File: src/rtl/meas_pkg.sv
// Shared types and constants for the measurement sequencer: state encoding,
// CLEAR length, overflow bit positions and a cycle-parameter range check.
package meas_pkg;

    typedef enum logic [2:0] {
        ST_IDLE   = 3'd0,
        ST_CLEAR  = 3'd1,
        ST_GATE   = 3'd2,
        ST_SETTLE = 3'd3,
        ST_LATCH  = 3'd4,
        ST_HOLD   = 3'd5
    } meas_state_e;

    localparam int unsigned CLEAR_CYCLES = 2;

    localparam int unsigned OVF_CNT1 = 0;
    localparam int unsigned OVF_CNT2 = 1;

    // A cycle count is usable if it is at least 1 and (count-1) loads into the timer.
    function automatic bit cycles_ok(longint unsigned cycles, int unsigned width);
        return (cycles >= 64'd1) && ((width >= 64) || (cycles <= (64'd1 << width)));
    endfunction

endpackage

File: src/rtl/meas_win_timer.sv
// Loadable down-counter; done_o is high while the count has reached zero.
module meas_win_timer #(
    parameter int unsigned TMR_W = 32
) (
    input  logic             clk_i,
    input  logic             rst_ni,
    input  logic             load_i,
    input  logic [TMR_W-1:0] load_val_i,
    output logic             done_o
);

    logic [TMR_W-1:0] count_q, count_d;

    always_comb begin
        count_d = count_q;
        if (load_i) begin
            count_d = load_val_i;
        end else if (count_q != '0) begin
            count_d = count_q - 1'b1;
        end
    end

    always_ff @(posedge clk_i or negedge rst_ni) begin
        if (!rst_ni) begin
            count_q <= '0;
        end else begin
            count_q <= count_d;
        end
    end

    assign done_o = (count_q == '0);

endmodule

File: src/rtl/meas_seq_ctrl.sv
// Measurement sequencer: clear, gate, settle, latch and hold the dual counters.
// Optional MEAS_DIFF_EN adds the registered signed difference output res_diff_o.
module meas_seq_ctrl
    import meas_pkg::*;
#(
    parameter int unsigned CNT_W         = 34,
    parameter int unsigned TMR_W         = 32,
    parameter int unsigned GATE_CYCLES   = 100_000_000,
    parameter int unsigned SETTLE_CYCLES = 16,
    parameter int unsigned HOLD_CYCLES   = 50_000_000
) (
    input  logic             clk_100MHz_i,
    input  logic             rst_n,
    input  logic             lock_i,
    input  logic             start_i,
    input  logic             cont_i,
    input  logic             abort_i,
    input  logic [CNT_W-1:0] cnt_val_1_i,
    input  logic [CNT_W-1:0] cnt_val_2_i,
    output logic             cnt_clr_o,
    output logic             cnt_en_o,
    output logic             busy_o,
    output logic             res_valid_o,
    output logic [CNT_W-1:0] res_1_o,
    output logic [CNT_W-1:0] res_2_o,
    output logic [1:0]       ovf_o,
    output logic [2:0]       state_o
`ifdef MEAS_DIFF_EN
    ,
    output logic signed [CNT_W:0] res_diff_o
`endif
);

    if (!(cycles_ok(64'(GATE_CYCLES), TMR_W) && cycles_ok(64'(SETTLE_CYCLES), TMR_W) &&
          cycles_ok(64'(HOLD_CYCLES), TMR_W) && cycles_ok(64'(CLEAR_CYCLES), TMR_W))) begin : g_param_err
        $error("meas_seq_ctrl: cycle parameter < 1 or too large for TMR_W");
    end

    localparam logic [TMR_W-1:0] CLEAR_LD  = TMR_W'(CLEAR_CYCLES - 1);
    localparam logic [TMR_W-1:0] GATE_LD   = TMR_W'(GATE_CYCLES - 1);
    localparam logic [TMR_W-1:0] SETTLE_LD = TMR_W'(SETTLE_CYCLES - 1);
    localparam logic [TMR_W-1:0] HOLD_LD   = TMR_W'(HOLD_CYCLES - 1);

    meas_state_e      state_q, state_d;
    logic             tmr_load, tmr_done;
    logic [TMR_W-1:0] tmr_val;

    logic             cnt_clr_q, cnt_clr_d;
    logic             cnt_en_q, cnt_en_d;
    logic             busy_q, busy_d;
    logic             res_valid_q, res_valid_d;
    logic [CNT_W-1:0] res_1_q, res_1_d;
    logic [CNT_W-1:0] res_2_q, res_2_d;
    logic [1:0]       ovf_q, ovf_d;

    meas_win_timer #(
        .TMR_W (TMR_W)
    ) u_timer (
        .clk_i      (clk_100MHz_i),
        .rst_ni     (rst_n),
        .load_i     (tmr_load),
        .load_val_i (tmr_val),
        .done_o     (tmr_done)
    );

    always_ff @(posedge clk_100MHz_i or negedge rst_n) begin
        if (!rst_n) begin
            state_q <= ST_IDLE;
        end else begin
            state_q <= state_d;
        end
    end

    // The timer is loaded on every state change so it is primed on the first cycle of the new state.
    always_comb begin
        state_d = state_q;
        unique case (state_q)
            ST_IDLE:   if (!abort_i && lock_i && (start_i || cont_i)) state_d = ST_CLEAR;
            ST_CLEAR:  if (abort_i || !lock_i) state_d = ST_IDLE;
                       else if (tmr_done)      state_d = ST_GATE;
            ST_GATE:   if (abort_i || !lock_i) state_d = ST_IDLE;
                       else if (tmr_done)      state_d = ST_SETTLE;
            ST_SETTLE: if (abort_i || !lock_i) state_d = ST_IDLE;
                       else if (tmr_done)      state_d = ST_LATCH;
            ST_LATCH:  state_d = ST_HOLD;
            ST_HOLD:   if (abort_i)            state_d = ST_IDLE;
                       else if (tmr_done)      state_d = (cont_i && lock_i) ? ST_CLEAR : ST_IDLE;
            default:   state_d = ST_IDLE;
        endcase

        tmr_load = (state_d != state_q);
        unique case (state_d)
            ST_CLEAR:  tmr_val = CLEAR_LD;
            ST_GATE:   tmr_val = GATE_LD;
            ST_SETTLE: tmr_val = SETTLE_LD;
            ST_HOLD:   tmr_val = HOLD_LD;
            default:   tmr_val = '0;
        endcase
    end

    // Outputs are decoded from the next state so the registered value lines up with the state.
    always_comb begin
        cnt_clr_d   = (state_d == ST_CLEAR);
        cnt_en_d    = (state_d == ST_GATE);
        busy_d      = (state_d != ST_IDLE);
        res_valid_d = res_valid_q;
        res_1_d     = res_1_q;
        res_2_d     = res_2_q;
        ovf_d       = ovf_q;
        if (state_q == ST_LATCH) begin
            res_1_d          = cnt_val_1_i;
            res_2_d          = cnt_val_2_i;
            ovf_d[OVF_CNT1]  = &cnt_val_1_i;
            ovf_d[OVF_CNT2]  = &cnt_val_2_i;
            res_valid_d      = 1'b1;
        end
        if (state_d == ST_CLEAR) begin
            res_valid_d = 1'b0;
        end
    end

    always_ff @(posedge clk_100MHz_i or negedge rst_n) begin
        if (!rst_n) begin
            cnt_clr_q   <= 1'b0;
            cnt_en_q    <= 1'b0;
            busy_q      <= 1'b0;
            res_valid_q <= 1'b0;
            res_1_q     <= '0;
            res_2_q     <= '0;
            ovf_q       <= '0;
        end else begin
            cnt_clr_q   <= cnt_clr_d;
            cnt_en_q    <= cnt_en_d;
            busy_q      <= busy_d;
            res_valid_q <= res_valid_d;
            res_1_q     <= res_1_d;
            res_2_q     <= res_2_d;
            ovf_q       <= ovf_d;
        end
    end

`ifdef MEAS_DIFF_EN
    logic signed [CNT_W:0] res_diff_q, res_diff_d;

    always_comb begin
        res_diff_d = res_diff_q;
        if (state_q == ST_LATCH) begin
            res_diff_d = $signed({1'b0, cnt_val_1_i}) - $signed({1'b0, cnt_val_2_i});
        end
    end

    always_ff @(posedge clk_100MHz_i or negedge rst_n) begin
        if (!rst_n) begin
            res_diff_q <= '0;
        end else begin
            res_diff_q <= res_diff_d;
        end
    end

    assign res_diff_o = res_diff_q;
`else
    // Without the difference option no subtractor or extra register is built.
`endif

    assign cnt_clr_o   = cnt_clr_q;
    assign cnt_en_o    = cnt_en_q;
    assign busy_o      = busy_q;
    assign res_valid_o = res_valid_q;
    assign res_1_o     = res_1_q;
    assign res_2_o     = res_2_q;
    assign ovf_o       = ovf_q;
    assign state_o     = state_q;

endmodule

File: config.mk
export PLATFORM = sky130hd
export DESIGN_NAME = meas_seq_ctrl
export DESIGN_NICKNAME = d
export VERILOG_FILES = /design/src/rtl/meas_pkg.sv /design/src/rtl/meas_win_timer.sv /design/src/rtl/meas_seq_ctrl.sv
export SDC_FILE = /design/constraint.sdc
export NUM_CORES = 1
export LEC_CHECK = 0
export BUFFER_PORTS_ARGS = -buffer_cell sky130_fd_sc_hd__buf_2
export CORE_MARGIN = 2
export CORE_UTILIZATION = 46
export CTS_CLUSTER_DIAMETER = 60
export DETAILED_ROUTE_END_ITERATION = 7
export HOLD_SLACK_MARGIN = 0.12
export PLACE_DENSITY = 0.87
export REMOVE_ABC_BUFFERS = 1
export SLEW_MARGIN = 20
export SYNTH_ARGS = -nofsm -noshare
export SYNTH_HDL_FRONTEND = slang
export SYNTH_SLANG_ARGS = --single-unit
File: constraint.sdc
create_clock -name clk_100MHz_i -period 2.63 [get_ports clk_100MHz_i]
set_input_delay 0.1315 -clock clk_100MHz_i [delete_from_list [all_inputs] [get_ports clk_100MHz_i]]
set_output_delay 0.1315 -clock clk_100MHz_i [all_outputs]
set_load 0.01 [all_outputs]
==> flow_summary.json, run 1 <==
{
  "antenna_found_initial": 0,
  "post_dp_cell_area_um2": 5860,
  "use_met1_pct": 31.6,
  "endpoint_kind": "flip-flop",
  "synth_top_cell_area_share_pct": 55.8,
  "numPortBuffers": 150,
  "yosys.area.top_type": "dfrtp_1",
  "drt_first_iter_violations": 520,
  "seqCellArea_um2": 2730,
  "p_seq_share_pct": 38.5,
  "rr_worst_depth": 7,
  "worst_pin_slew_ps": 748,
  "clock-sinks": 109,
  "p_sw_share_pct": 43.8,
  "slowest_delay_ps": 500,
  "grt_max_degree": 81,
  "hp-class": "in -> reg",
  "cts.path.max_buffers": 2,
  "p_int_mw": 4.30,
  "tns_ps": 0,
  "gr-max-usage-layer": "met2",
  "clock_skew_ps": 16.8,
  "power.share.clock_pct": 14.2,
  "route.detailed.drc": 0,
  "worstPathCellList": "or4_4 > or3_1 > buf_4 > or2_2 > o21ai_0 > o21ai_0 > a21bo_1",
  "cts_tree": "yes",
  "cts_max_level": 3,
  "grt_first_pass_wirelength_mm": 24.7,
  "hold_depth": 4,
  "rows": 37,
  "gp_congestion": 0.925,
  "avgSynthCellArea_um2": 8.99,
  "nets": 843,
  "drt_pass1_iterations": 6,
  "p_total_mw": 7.65,
  "die_width_um": 107,
  "grt.overflow.total": 0,
  "syn_inst": 544,
  "synth-edff-count": 0,
  "ys_ff_latch": 109,
  "fin_crit_sh_pct": 97.9,
  "grt_pass1_vias": 5155,
  "pin_count": 151,
  "die_height_um": 107,
  "grtUsageMet2_pct": 46.5,
  "grt_use_total_pct": 27.4,
  "switching_power_mw": 3.35,
  "cts-buffers-inserted": 9,
  "stdcell_area_um2": 6780,
  "core-area_um2": 10300,
  "yosysSeqAreaShare_pct": 55.8,
  "use_met3_pct": 6.69,
  "p_leak_nw": 3.33,
  "synthTopCellsByArea": "dfrtp_1 (56%), nand2_1 (16%), xnor2_1 (3.4%)",
  "arrival_ps": 2840,
  "cts-root-buf": "clkbuf_8",
  "clk_latency_ps": 380,
  "hold_viol": 0,
  "crit_path_start_kind": "flip-flop",
  "wl_per_cell_um": 17.1,
  "nFillCells": 721,
  "required_ps": 2900,
  "drtAntennaViolNets": 0,
  "path_max_fanout": 6,
  "layout-drive-gt1-share_pct": 25.5,
  "via_per_inst": 5.59,
  "power_density_nw_per_um2": 1130,
  "clkSlewWorstSetupHoldPaths_ps": 110,
  "timing.rr.start": "u_timer.count_q[16]$_DFFE_PN0P_",
  "hpwl_mm": 9.38,
  "max_freq_mhz": 388,
  "cp_common_cell": "o21ai_0",
  "multi_input_area_um2": 2060,
  "drv_slew": 0,
  "slew_headroom_pct": 50.1,
  "status": "finished, final reports clean",
  "r2r_end": "u_timer.count_q[26]$_DFFE_PN0P_",
  "synth_cell_type_count": 51,
  "cp_slowest_cell": "or4_4",
  "period_needed_ps": 2580,
  "yosys_warnings": 0,
  "vias": 5075,
  "power_frac_comb_pct": 47.3,
  "synthesis.area_um2": 4890,
  "n_antenna_cell": 0,
  "syn2layout_area_growth_pct": 38.6,
  "drt_wl_total_mm": 15.6,
  "drv_cap": 0,
  "initial_core_util_pct": 47.4,
  "worstSetupPathType": "reg -> reg",
  "ir_drop_mv": 0.648,
  "yosys_most_used_dff": "dfrtp_1",
  "holdCritStartpoint": "abort_i",
  "synthArstFlopShare_pct": 100,
  "r2r_setup_slack_ps": 50,
  "min_delay_worst_endpoint": "state_o[2]$_DFF_PN0_",
  "dieArea_um2": 11500,
  "setup-violations-final": 0
}
[registers in the layout, indices dropped and copies added (netlist names)]
| name | cells |
|---|---|
| busy_o | 1 |
| u_timer.count_q | 32 |
| cnt_en_o | 1 |
| ovf_o | 2 |
| cnt_clr_o | 1 |
| res_valid_o | 1 |
| state_o | 3 |
| res_1_o | 34 |
| res_2_o | 34 |
[critical path: cells and delay by family, from the launching register on]
kind | cells | cell delay (ps)
simple gates | 3 | 1190
compound gates | 3 | 670
buf+inv | 1 | 170
flops | 1 | 460
[cell usage after synthesis (2+ instances only)]
library cell	n
nand4_1	19
nand2_2	2
nand2_1	214
nor4_1	10
a22oi_1	2
inv_1	3
dfrtp_1	109
ha_1	2
nor3_1	11
buf_1	2
o21ai_0	25
xnor2_1	19
or4_1	3
and3_1	2
o21ai_1	2
nand2_4	2
nand2b_1	8
nand4b_1	2
o21a_1	2
a21oi_1	6
clkbuf_1	16
or3_1	8
and4_1	2
xor2_1	8
nor2_1	31
nand3_1	9
[layout by cell type (no fill, tap or decap), types with 6 or more instances in the layout]
cell type        n
nand2_1        214
buf_2          149
dfrtp_1        108
dlygate4sd3_1   69
nor2_1          30
o21ai_0         25
nand4_1         19
xnor2_1         19
buf_4           13
nor3_1          11
nor4_1          10
nand3_1          9
clkbuf_8         9
or3_1            8
xor2_1           8
nand2b_1         7
a21oi_1          6
[area by class of cell]
type                       instances  share of cell area (%)
sequential                       109                    40.3
multi-input combinational        409                    30.4
timing repair buffer             234                    23.4
tap                              136                    2.51
clock buffer                      10                    1.88
clock inverter                     6                    1.22
inverter                           4                   0.295
[power by group through the flow]
stage | clock network [mW] | registers, mW | logic [mW]
4_1_cts | 1.07 | 2.90 | 3.46
5_1_grt | 1.15 | 3.02 | 3.98
3_5_place_dp | 0 | 2.91 | 3.37
6_report | 1.08 | 2.95 | 3.62
2_1_floorplan | 0 | 3.13 | 1.78
3_3_place_gp | 0 | 2.89 | 3.22
[kinds of logic (layout without fill, tap and decap cells)]
family	Yosys count	in the layout	share of synthesized area [%]
and+or+nand+nor	334	334	31.0
xor gates and xnor gates	27	27	4.84
buffers and inverters	26	254	2.38
adders and majority gates	2	2	0.512
muxes	1	1	0.205
AOI/OAI and AO/OA	45	45	5.25
DFF	109	109	55.8
[worst max-delay path by stage]
stage	start	end	slack, ps	cells after the start
2_1_floorplan	state_o[1]$_DFF_PN0_	res_valid_o$_DFFE_PN0P_	-760	5
3_3_place_gp	u_timer.count_q[19]$_DFFE_PN0P_	u_timer.count_q[1]$_DFFE_PN0P_	200	7
3_5_place_dp	u_timer.count_q[18]$_DFFE_PN0P_	u_timer.count_q[2]$_DFFE_PN0P_	110	7
4_1_cts	u_timer.count_q[18]$_DFFE_PN0P_	u_timer.count_q[26]$_DFFE_PN0P_	80	10
5_1_grt	u_timer.count_q[16]$_DFFE_PN0P_	u_timer.count_q[26]$_DFFE_PN0P_	-10	7
6_report	u_timer.count_q[16]$_DFFE_PN0P_	u_timer.count_q[26]$_DFFE_PN0P_	50	7
[per-layer routing]
| layer | up-vias | routed length [um] |
|---|---|---|
| met5 | - | 0 |
| met4 | 0 | 871 |
| met3 | 100 | 1300 |
| met2 | 355 | 7870 |
| met1 | 2373 | 5530 |
| li1 | 2247 | - |
[timing repair]
| item | CTS | global route |
|---|---|---|
| hold buffers | 69 | 0 |
| gates resized for setup | 0 | 4 |
| endpoints found under the hold margin | 149 | 0 |
| setup buffers | 0 | 1 |
| endpoints found under the setup margin | 0 | 7 |
[metrics by stage]
step | worst slack [ps] | cells | utilization (%) | hold WS (ps)
final | 53.9 | 908 | 65.6 | 228
after global routing | -13.5 | 908 | 65.6 | 235
after CTS | 80.4 | 907 | 65.4 | 215
after detailed placement | 107 | 822 | 56.7 | 338
after global placement | 201 | 822 | 56.7 | 330
after floorplan | -764 | 522 | - | -164
Note: power is estimated with default switching activity, not from simulation.
==> run 2, diff against run 1 <==
Settings changed: CTS_BUF_LIST from default to sky130_fd_sc_hd__clkbuf_4.
==> run 2 against run 1 <==
Via count down 1.9%. Non-clock buffer count unchanged. Largest power group unchanged. Combinational power down 2%. Clock skew up 1.6 ps. Critical path type unchanged.
==> flow_summary.json, run 2 (synthesis results as in run 1) <==
{
  "hp-class": "in -> reg",
  "wl_per_cell_um": 16.3,
  "required_ps": 3010,
  "rsz0062_at_grt": "no",
  "status": "finished, final reports clean",
  "layout-drive-gt1-share_pct": 25.4,
  "rows": 37,
  "vias": 4981,
  "cts_max_level": 3,
  "period_needed_ps": 2520,
  "route.detailed.drc": 0,
  "clock_skew_ps": 18.4,
  "p_leak_nw": 3.31,
  "die_width_um": 107,
  "setup_slack_ps": 110,
  "drv_cap": 0,
  "slowest_delay_ps": 530,
  "cts-root-buf": "clkbuf_4",
  "die_height_um": 107,
  "fin_cells": 909,
  "grt_max_degree": 81,
  "hold_viol": 0,
  "grt_use_total_pct": 26.2,
  "initial_core_util_pct": 47.4,
  "clk_latency_ps": 470,
  "worstPathCellList": "or4_4 > or3_1 > buf_4 > or2_2 > o21ai_0 > o21ai_0 > a21bo_1",
  "drv_slew": 0,
  "fin_crit_sh_pct": 95.8,
  "setup-violations-final": 0,
  "grt.overflow.total": 0,
  "syn2layout_area_growth_pct": 37.6,
  "layout_commonest_cell": "nand2_1",
  "grt_first_pass_wirelength_mm": 24.0,
  "dieArea_um2": 11500,
  "cp_slowest_cell": "or4_4",
  "post_dp_cell_area_um2": 5860,
  "utilization_pct": 65.2,
  "cp_top_family": "simple AND/OR/NAND/NOR gates",
  "path_max_fanout": 6,
  "antenna_found_initial": 0,
  "power_density_nw_per_um2": 1100,
  "drtAntennaViolNets": 0,
  "clkSlewWorstSetupHoldPaths_ps": 170,
  "nets": 843,
  "ir_drop_mv": 0.613,
  "cts_tree": "yes",
  "critPathBufInv": 1,
  "cts.path.max_buffers": 2,
  "max_freq_mhz": 397,
  "via_per_inst": 5.48,
  "core-area_um2": 10300,
  "hpwl_mm": 9.38,
  "cts-buffers-inserted": 9,
  "worstSetupPathType": "reg -> reg",
  "pre_cts_ws_ps": 107,
  "drt_first_iter_violations": 516,
  "endpoint_kind": "flip-flop",
  "slew_headroom_pct": 49.6,
  "drt_pass1_iterations": 5,
  "numPortBuffers": 150,
  "crit_path_start_kind": "flip-flop",
  "dp_cells": 822,
  "gp_congestion": 0.925,
  "stdcell_area_um2": 6730,
  "drt_wl_total_mm": 14.8,
  "cts_setup_buffers": 0,
  "worst_pin_slew_ps": 756,
  "arrival_ps": 2900,
  "cp_common_cell": "o21ai_0",
  "grt_pass1_vias": 5026,
  "pin_count": 151,
  "clock-sinks": 109,
  "final_cell_mix": "nand2_1 (214), buf_2 (149), dfrtp_1 (109), dlygate4sd3_1 (70), nor2_1 (30)"
}
==> run 2: cell types whose count changed in the layout (fill, tap and decap cells not counted) <==
| cell | delta |
|---|---|
| clkbuf_4 | +10 |
| clkbuf_1 | -1 |
| dfrtp_1 | +1 |
| buf_4 | -1 |
| dlygate4sd3_1 | +1 |
| dfrtp_2 | -1 |
| diode_2 | +1 |
| clkbuf_8 | -9 |
==> run 2: per-stage QoR <==
step,hold WS (ps),power (mW),setup TNS (ps)
after floorplan,-164,4.91,-39760
after global placement,330,6.11,0
after detailed placement,338,6.28,0
after CTS,156,7.26,0
after global routing,192,7.93,0
final,177,7.41,0
==> run 2: tightest hold or removal path: stages <==
cell      delay (ps)
buf_2            110
nand2b_1         120
nor2_1            80
nand3_1           80
o21ai_0           80
==> run 2: worst paths after layout <==
path / from / to / slack [ps] / cells after the start
setup / recovery: u_timer.count_q[18]$_DFFE_PN0P_ / u_timer.count_q[26]$_DFFE_PN0P_ / 110 / 7
hold / removal: lock_i / state_o[2]$_DFF_PN0_ / 180 / 5
setup reg to reg: u_timer.count_q[18]$_DFFE_PN0P_ / u_timer.count_q[26]$_DFFE_PN0P_ / 110 / 7
hold reg to reg: res_2_o[1]$_DFFE_PN0P_ / res_2_o[1]$_DFFE_PN0P_ / 500 / 2
max in group asynchronous: rst_n / res_1_o[5]$_DFFE_PN0P_ / 1710 / 3
min in group asynchronous: rst_n / res_2_o[7]$_DFFE_PN0P_ / 220 / 2
==> run 2: layout make-up <==
class | count | area, um2
well taps | 136 | 170
inverters | 4 | 20.0
flip-flops and latches | 109 | 2730
repair buffers | 234 | 1590
multi-input cells | 409 | 2060
fillers | 730 | 3600
clock inverters | 6 | 82.6
diodes | 1 | 2.50
clock buffers | 10 | 75.1
==> run 2: routing by layer <==
metal	routed length (um)	track usage, %	vias up
li1	-	-	2241
met1	5560	31.7	2354
met2	7430	44.7	307
met3	1140	5.84	79
met4	684	12.1	0
met5	0	0	-
==> run 2: where the power goes <==
part           total [mW]  switching (mW)  internal, mW  leakage [nW]
Combinational        3.55            2.14          1.42          1.94
Sequential           2.94           0.528          2.41          1.29
Clock               0.912           0.591         0.321        0.0819
Total                7.41            3.26          4.15          3.31
==> run 2: what timing repair did <==
action                                  in CTS  in global routing
hold endpoints to repair                   150                  0
endpoints found under the setup margin       0                 10
hold buffers                                70                  0
resized for setup                            0                  3
